[src/rtl/bandai_boot_handshake_if.sv]
// Bandai boot handshake bus bundle.
//
// Groups the handshake signals between the console boot controller, the
// cartridge mapper and the boot handshake engine.
//   start_i  begin handshake request
//   so_i     mapper serial out (idles high)
//   addr_o   cartridge address byte driven by the engine
//   busy_o   handshake in progress
//   done_o   handshake finished, result valid
//   pass_o   done with no error
//   err_o    0 ok, 1 timeout, 2 payload mismatch, 3 stop-bit error
//   data_o   captured 16-bit payload
// Modport slave is the engine side; master is the boot controller / mapper side.
interface bandai_boot_handshake_if;
  logic        start_i;
  logic        so_i;
  logic [7:0]  addr_o;
  logic        busy_o;
  logic        done_o;
  logic        pass_o;
  logic [1:0]  err_o;
  logic [15:0] data_o;

  modport slave (
    input  start_i, so_i,
    output addr_o, busy_o, done_o, pass_o, err_o, data_o
  );

  modport master (
    output start_i, so_i,
    input  addr_o, busy_o, done_o, pass_o, err_o, data_o
  );
endinterface

[src/rtl/bandai_boot_handshake.sv]
// Bandai boot handshake engine (console side).
//
// On start, drives the unlock sequence 5Ah then A5h onto the cartridge
// address pins, hunts for the start bit of the 18-bit mapper frame on so_i,
// deserialises the 16-bit LSB-first payload, checks the stop bit and the
// payload, and reports the result until the next start or reset.
//
// Ports:
//   clk  system clock, all logic on posedge
//   rst  synchronous active-high reset
//   bus  bandai_boot_handshake_if.slave (start_i, so_i in; addr_o, busy_o,
//        done_o, pass_o, err_o, data_o out)
//
// Configuration macro SO_SYNC2_EN: when defined, so_i passes through a
// 2-flop synchroniser (reset to 1) before the HUNT/DATA logic, adding two
// edges of latency. The timeout window is still counted in HUNT cycles.
module bandai_boot_handshake #(
  parameter logic [15:0] EXPECTED  = 16'h28A0,
  parameter logic [7:0]  IDLE_ADDR = 8'h00,
  parameter int          MAX_WAIT  = 32
) (
  input  logic                       clk,
  input  logic                       rst,
  bandai_boot_handshake_if.slave     bus
);

  localparam logic [7:0] WAIT_LIM = 8'(MAX_WAIT);
  localparam logic [7:0] ACK_ADDR = 8'h5A;
  localparam logic [7:0] NAK_ADDR = 8'hA5;

  typedef enum logic [2:0] {
    S_IDLE, S_ACK, S_NAK, S_HUNT, S_DATA, S_STOP, S_DONE
  } state_t;

  state_t      state_q, state_d;
  logic [7:0]  wait_q, wait_d;
  logic [4:0]  bit_q, bit_d;
  logic [15:0] data_q, data_d;
  logic [1:0]  err_q, err_d;
  logic [7:0]  addr_q, addr_d;
  logic        busy_q, busy_d;
  logic        done_q, done_d;
  logic        pass_q, pass_d;
  logic        so_bit;
  logic        so_s;

  // Anything other than a clean 0 (including X/Z from a cartridge held in
  // reset) counts as 1, i.e. "no start bit".
  always_comb begin
    so_bit = 1'b1;
    if (bus.so_i == 1'b0) so_bit = 1'b0;
  end

`ifdef SO_SYNC2_EN
  logic [1:0] sync_q;
  always_ff @(posedge clk) begin
    if (rst) sync_q <= 2'b11;
    else     sync_q <= {sync_q[0], so_bit};
  end
  assign so_s = sync_q[1];
`else
  assign so_s = so_bit;
`endif

  always_comb begin
    state_d = state_q;
    wait_d  = wait_q;
    bit_d   = bit_q;
    data_d  = data_q;
    err_d   = err_q;
    case (state_q)
      S_IDLE, S_DONE: begin
        if (bus.start_i) begin
          state_d = S_ACK;
          data_d  = 16'h0000;
          err_d   = 2'd0;
        end
      end
      S_ACK: state_d = S_NAK;
      S_NAK: begin
        state_d = S_HUNT;
        wait_d  = 8'd0;
      end
      S_HUNT: begin
        if (!so_s) begin
          state_d = S_DATA;
          bit_d   = 5'd0;
        end else if (wait_q >= WAIT_LIM) begin
          state_d = S_DONE;
          err_d   = 2'd1;
        end else if (wait_q != 8'hFF) begin
          wait_d = wait_q + 8'd1;
        end
      end
      S_DATA: begin
        // LSB-first frame: each new bit enters at the top and shifts down.
        data_d = {so_s, data_q[15:1]};
        if (bit_q < 5'd16) bit_d = bit_q + 5'd1;
        if (bit_q == 5'd15) state_d = S_STOP;
      end
      S_STOP: begin
        state_d = S_DONE;
        // Stop-bit error takes priority over payload mismatch.
        if (so_s)                     err_d = 2'd3;
        else if (data_q != EXPECTED)  err_d = 2'd2;
        else                          err_d = 2'd0;
      end
      default: state_d = S_IDLE;
    endcase

    // Outputs are registered from the next state so they line up with it.
    addr_d = IDLE_ADDR;
    if (state_d == S_ACK) addr_d = ACK_ADDR;
    if (state_d == S_NAK) addr_d = NAK_ADDR;
    busy_d = (state_d == S_ACK) || (state_d == S_NAK) || (state_d == S_HUNT) ||
             (state_d == S_DATA) || (state_d == S_STOP);
    done_d = (state_d == S_DONE);
    pass_d = done_d && (err_d == 2'd0);
  end

  always_ff @(posedge clk) begin
    if (rst) begin
      state_q <= S_IDLE;
      wait_q  <= 8'd0;
      bit_q   <= 5'd0;
      data_q  <= 16'h0000;
      err_q   <= 2'd0;
      addr_q  <= IDLE_ADDR;
      busy_q  <= 1'b0;
      done_q  <= 1'b0;
      pass_q  <= 1'b0;
    end else begin
      state_q <= state_d;
      wait_q  <= wait_d;
      bit_q   <= bit_d;
      data_q  <= data_d;
      err_q   <= err_d;
      addr_q  <= addr_d;
      busy_q  <= busy_d;
      done_q  <= done_d;
      pass_q  <= pass_d;
    end
  end

  assign bus.addr_o = addr_q;
  assign bus.busy_o = busy_q;
  assign bus.done_o = done_q;
  assign bus.pass_o = pass_q;
  assign bus.err_o  = err_q;
  assign bus.data_o = data_q;

endmodule

[src/flat_wrapper.sv]
// flat-port wrapper written by rule: the top's interface ports become plain ports
module bandai_boot_handshake_flat 
#(
  parameter logic [15:0] EXPECTED  = 16'h28A0,
  parameter logic [7:0]  IDLE_ADDR = 8'h00,
  parameter int          MAX_WAIT  = 32
)
  (clk, rst, bus_start_i, bus_so_i, bus_addr_o, bus_busy_o, bus_done_o, bus_pass_o, bus_err_o, bus_data_o);
  bandai_boot_handshake_if bus_i ();
  input  logic clk;
  input  logic rst;
  input wire logic [$bits(bus_i.start_i)-1:0] bus_start_i;
  input wire logic [$bits(bus_i.so_i)-1:0] bus_so_i;
  output wire logic [$bits(bus_i.addr_o)-1:0] bus_addr_o;
  output wire logic [$bits(bus_i.busy_o)-1:0] bus_busy_o;
  output wire logic [$bits(bus_i.done_o)-1:0] bus_done_o;
  output wire logic [$bits(bus_i.pass_o)-1:0] bus_pass_o;
  output wire logic [$bits(bus_i.err_o)-1:0] bus_err_o;
  output wire logic [$bits(bus_i.data_o)-1:0] bus_data_o;
  assign bus_i.start_i = bus_start_i;
  assign bus_i.so_i = bus_so_i;
  assign bus_addr_o = bus_i.addr_o;
  assign bus_busy_o = bus_i.busy_o;
  assign bus_done_o = bus_i.done_o;
  assign bus_pass_o = bus_i.pass_o;
  assign bus_err_o = bus_i.err_o;
  assign bus_data_o = bus_i.data_o;
  bandai_boot_handshake #(.EXPECTED(EXPECTED), .IDLE_ADDR(IDLE_ADDR), .MAX_WAIT(MAX_WAIT)) u_core (.clk(clk), .rst(rst), .bus(bus_i));
endmodule
[config.mk]
export PLATFORM = sky130hd
export DESIGN_NAME = bandai_boot_handshake_flat
export DESIGN_NICKNAME = d
export VERILOG_FILES = /design/src/rtl/bandai_boot_handshake_if.sv /design/src/rtl/bandai_boot_handshake.sv /design/src/flat_wrapper.sv
export SDC_FILE = /design/constraint.sdc
export NUM_CORES = 1
export LEC_CHECK = 0
export CAP_MARGIN = 20
export CORE_MARGIN = 2
export CORE_UTILIZATION = 51
export DETAILED_ROUTE_END_ITERATION = 6
export PLACE_DENSITY = 0.75
export SLEW_MARGIN = 30
export SYNTH_ARGS = -nofsm -noshare
export SYNTH_HDL_FRONTEND = slang
export SYNTH_SLANG_ARGS = --single-unit
[constraint.sdc]
create_clock -name clk -period 2.1 [get_ports clk]
set_input_delay 0.525 -clock clk [delete_from_list [all_inputs] [get_ports clk]]
set_output_delay 0.525 -clock clk [all_outputs]
set_load 0.1 [all_outputs]
==> results.tsv, run 1 <==
metric	value	unit
outcome	complete, no violations	
post-CTS setup buffers	0	
Routed Antenna Nets	0	
boundary pin count	33	
vias in the first global route	1418	
FF-to-FF Start	u_core.state_q[0]$_SDFF_PP0_	
Die ar.	3928	um^2
Clock Latency Late Sink	0.34	ns
DR vias	1581	
WP data arrival	2.13	ns
CP Launch Point	u_core.state_q[0]$_SDFF_PP0_	
first-pass GRT wire length	6.548	mm
Hold Buf Count CTS	0	
Post-Route WL	3.794	mm
largest net degree at the start of global routing	21	
Seq/Total Area, Yosys	44.48	%
area leader, netlist	dfxtp_1	
Peak Freq	0.5370	GHz
first-pass detailed-route iteration total	4	
P&R area growth vs syn	19.24	%
critical path endpoint	u_core.bus.pass_o$_SDFF_PP0_	
slowest cell delay on critical path	0.64	ns
Cell variety after synth	47	
fin. max-slew vios	0	
Mapped Cells	208	
Remaining DRCs	0	
reg2reg end	u_core.bus.pass_o$_SDFF_PP0_	
R2R cell count	5	
clock slew at reported path FFs	0.11	ns
post-synthesis area per instance	8.440	um^2
Post-Syn Nets	216	
GRT overflow	0	
Static Leakage	0.8172	nW
Final Hold Viols	0	
worst-margin pin slew	0.5801	ns
number of max-cap violations	0	
Yosys reg bits	39	
CTS Root Cell	clkbuf_4	
most frequent cells in the layout	dfxtp_1, buf_4, a21oi_1	
CTS tree	built	
top post-synthesis cells by area	dfxtp_1, a21oi_1, o21ai_0	
worst path required time	2.37	ns
I/O Buffers	32	
Setup-failing EPs final	0	
crit path capture type	flip-flop	
mean routed wirelength per cell	13.31	um
worst slack at placement	-0.1949	ns
chip width	62.67	um
Core Rows	21	
Critical path buffers and inverters	1	
post-route setup slack	0.2379	ns
CP max stage cell	dfxtp_1	
GRT Overall Usage	20.81	%
reg2reg setup slack	0.24	ns
maximum clock path buffer count	2	
commonest non-fill, non-tap cell in the layout	dfxtp_1	
diodes inserted	0	
Placer Congestion	0.8405	
CTS resizes	0	
VDD IR-drop max	0.0003556	V
Async S/R FF share, synth	0	%
RSZ-0062 raised after global routing	no	
Mapped Area	1755	um^2
die height	62.67	um
ys flop type	dfxtp_1	
PwrDens	729.5	nW/um^2
critical path class	flip-flop to flip-flop	
Worst Path Max Fanout	13	
WHS	0.4883	ns
fin crit period	1.862	ns
relative slew slack	61.33	%
Yosys top cell area share	44.48	%
Starting Density	53.02	%
drt first-iter violations	122	
fin crit share	88.67	%
YS warnings	0	
final HPWL from detailed placement	2.716	mm
CP Launch Type	flip-flop	
delay-heaviest family, CP	simple AND/OR/NAND/NOR gates	
cell depth of the worst setup path	5	
Post-synth EDFFs	0	
core area	3311	um^2
Num CTS Buffers	5	
Tightest Hold Check Type	flip-flop to flip-flop	
proportion of layout cells with a drive suffix above 1	20.50	%
initial antenna violation count	0	
routed vias/inst	5.547	
H-tree Lvls	2	
worst clock skew	0.007728	ns
Nets	246	
clk sink count	39	
Critical Path, Cell by Cell	nand3b_1, a2bb2oi_1, buf_4, or3_1, nor4bb_1	
## worst min path at each step
stage / to / cells past startpoint / from / slack, ns
global route: u_core.bit_q[1]$_SDFFE_PP0P_ / 2 / u_core.bit_q[1]$_SDFFE_PP0P_ / 0.51
detailed placement: u_core.bit_q[1]$_SDFFE_PP0P_ / 2 / u_core.bit_q[1]$_SDFFE_PP0P_ / 0.48
global placement: u_core.bit_q[1]$_SDFFE_PP0P_ / 2 / u_core.bit_q[1]$_SDFFE_PP0P_ / 0.46
floorplan: u_core.bit_q[1]$_SDFFE_PP0P_ / 2 / u_core.bit_q[1]$_SDFFE_PP0P_ / 0.45
finish: u_core.bit_q[1]$_SDFFE_PP0P_ / 2 / u_core.bit_q[1]$_SDFFE_PP0P_ / 0.49
CTS: u_core.bit_q[1]$_SDFFE_PP0P_ / 2 / u_core.bit_q[1]$_SDFFE_PP0P_ / 0.49
## metrics by stage
step | instance area [um^2] | TNS, ns | utilization (%) | power, mW | instances
after global placement | 2021 | -0.2419 | 61.04 | 1.105 | 277
after global routing | 2093 | 0 | 63.23 | 1.592 | 285
final | 2093 | 0 | 63.23 | 1.527 | 285
after floorplan | 1755 | 0 | - | 1.055 | 208
after CTS | 2090 | 0 | 63.11 | 1.534 | 285
after detailed placement | 2021 | -2.391 | 61.04 | 1.111 | 277
## tightest hold or removal path: stages (launching register included)
cell     delay [ns]
dfxtp_1        0.34
nand2_1        0.06
a21oi_1        0.05
## state kept, by name, indices dropped and copies added (netlist names)
name and count:
u_core.state_q 3, u_core.bus.addr_o 2, u_core.bus.done_o 1, u_core.bus.pass_o 1, u_core.wait_q 8, u_core.bus.err_o 2, u_core.bus.busy_o 1, u_core.bus.data_o 16
u_core.bit_q 5
## synthesized netlist by cell type, types with 3 or more instances
master	n
nor2_1	10
nand3b_1	3
nand3_1	6
ha_1	4
nor2b_1	3
nand2_1	21
inv_1	6
o21ai_0	22
clkbuf_1	7
nor3_1	6
a21oi_1	29
buf_4	7
or3_1	4
dfxtp_1	39
## cells by family (layout without fill, tap and decap cells)
family                     after synthesis  after routing  share of synthesized area, %
DFF                                     39             39                         44.48
and+or+nand+nor                         75             75                         23.74
muxes                                    1              1                        0.5702
buffers and inverters                   23             54                         6.985
adders and majority gates                4              4                         2.851
xor gates and xnor gates                 3              3                         1.497
AOI/OAI and AO/OA                       63             63                         19.89
## final cells by class
| cell class | count | area, um^2 |
|---|---|---|
| well taps | 46 | 57.56 |
| flip-flops and latches | 39 | 780.7 |
| clock buffers | 8 | 68.82 |
| inverters | 6 | 22.52 |
| repair buffers | 40 | 307.8 |
| fillers | 304 | 1217 |
| multi-input cells | 146 | 855.8 |
## power by group
part / total, mW / leakage [nW] / internal [mW] / switching [mW]
sequential: 0.777 / 0.315 / 0.754 / 0.0230
clock: 0.432 / 0.0386 / 0.197 / 0.235
combinational: 0.318 / 0.463 / 0.0776 / 0.240
## per-layer routing
| layer | track usage, % | wire [um] | vias to the layer above |
|---|---|---|---|
| met5 | 0 | 0 | - |
| met4 | 7.500 | 51 | 0 |
| met3 | 6.126 | 267 | 6 |
| met2 | 31.85 | 1720 | 55 |
| met1 | 27.92 | 1755 | 729 |
| li1 | - | - | 791 |
Power figures use the tool's default switching activity.
==> run 2, diff against run 1 <==
- TNS_END_PERCENT: not set -> 1
==> results of run 2 <==
Same layout as run 1: the final DEF is identical, and so are final timing and power.
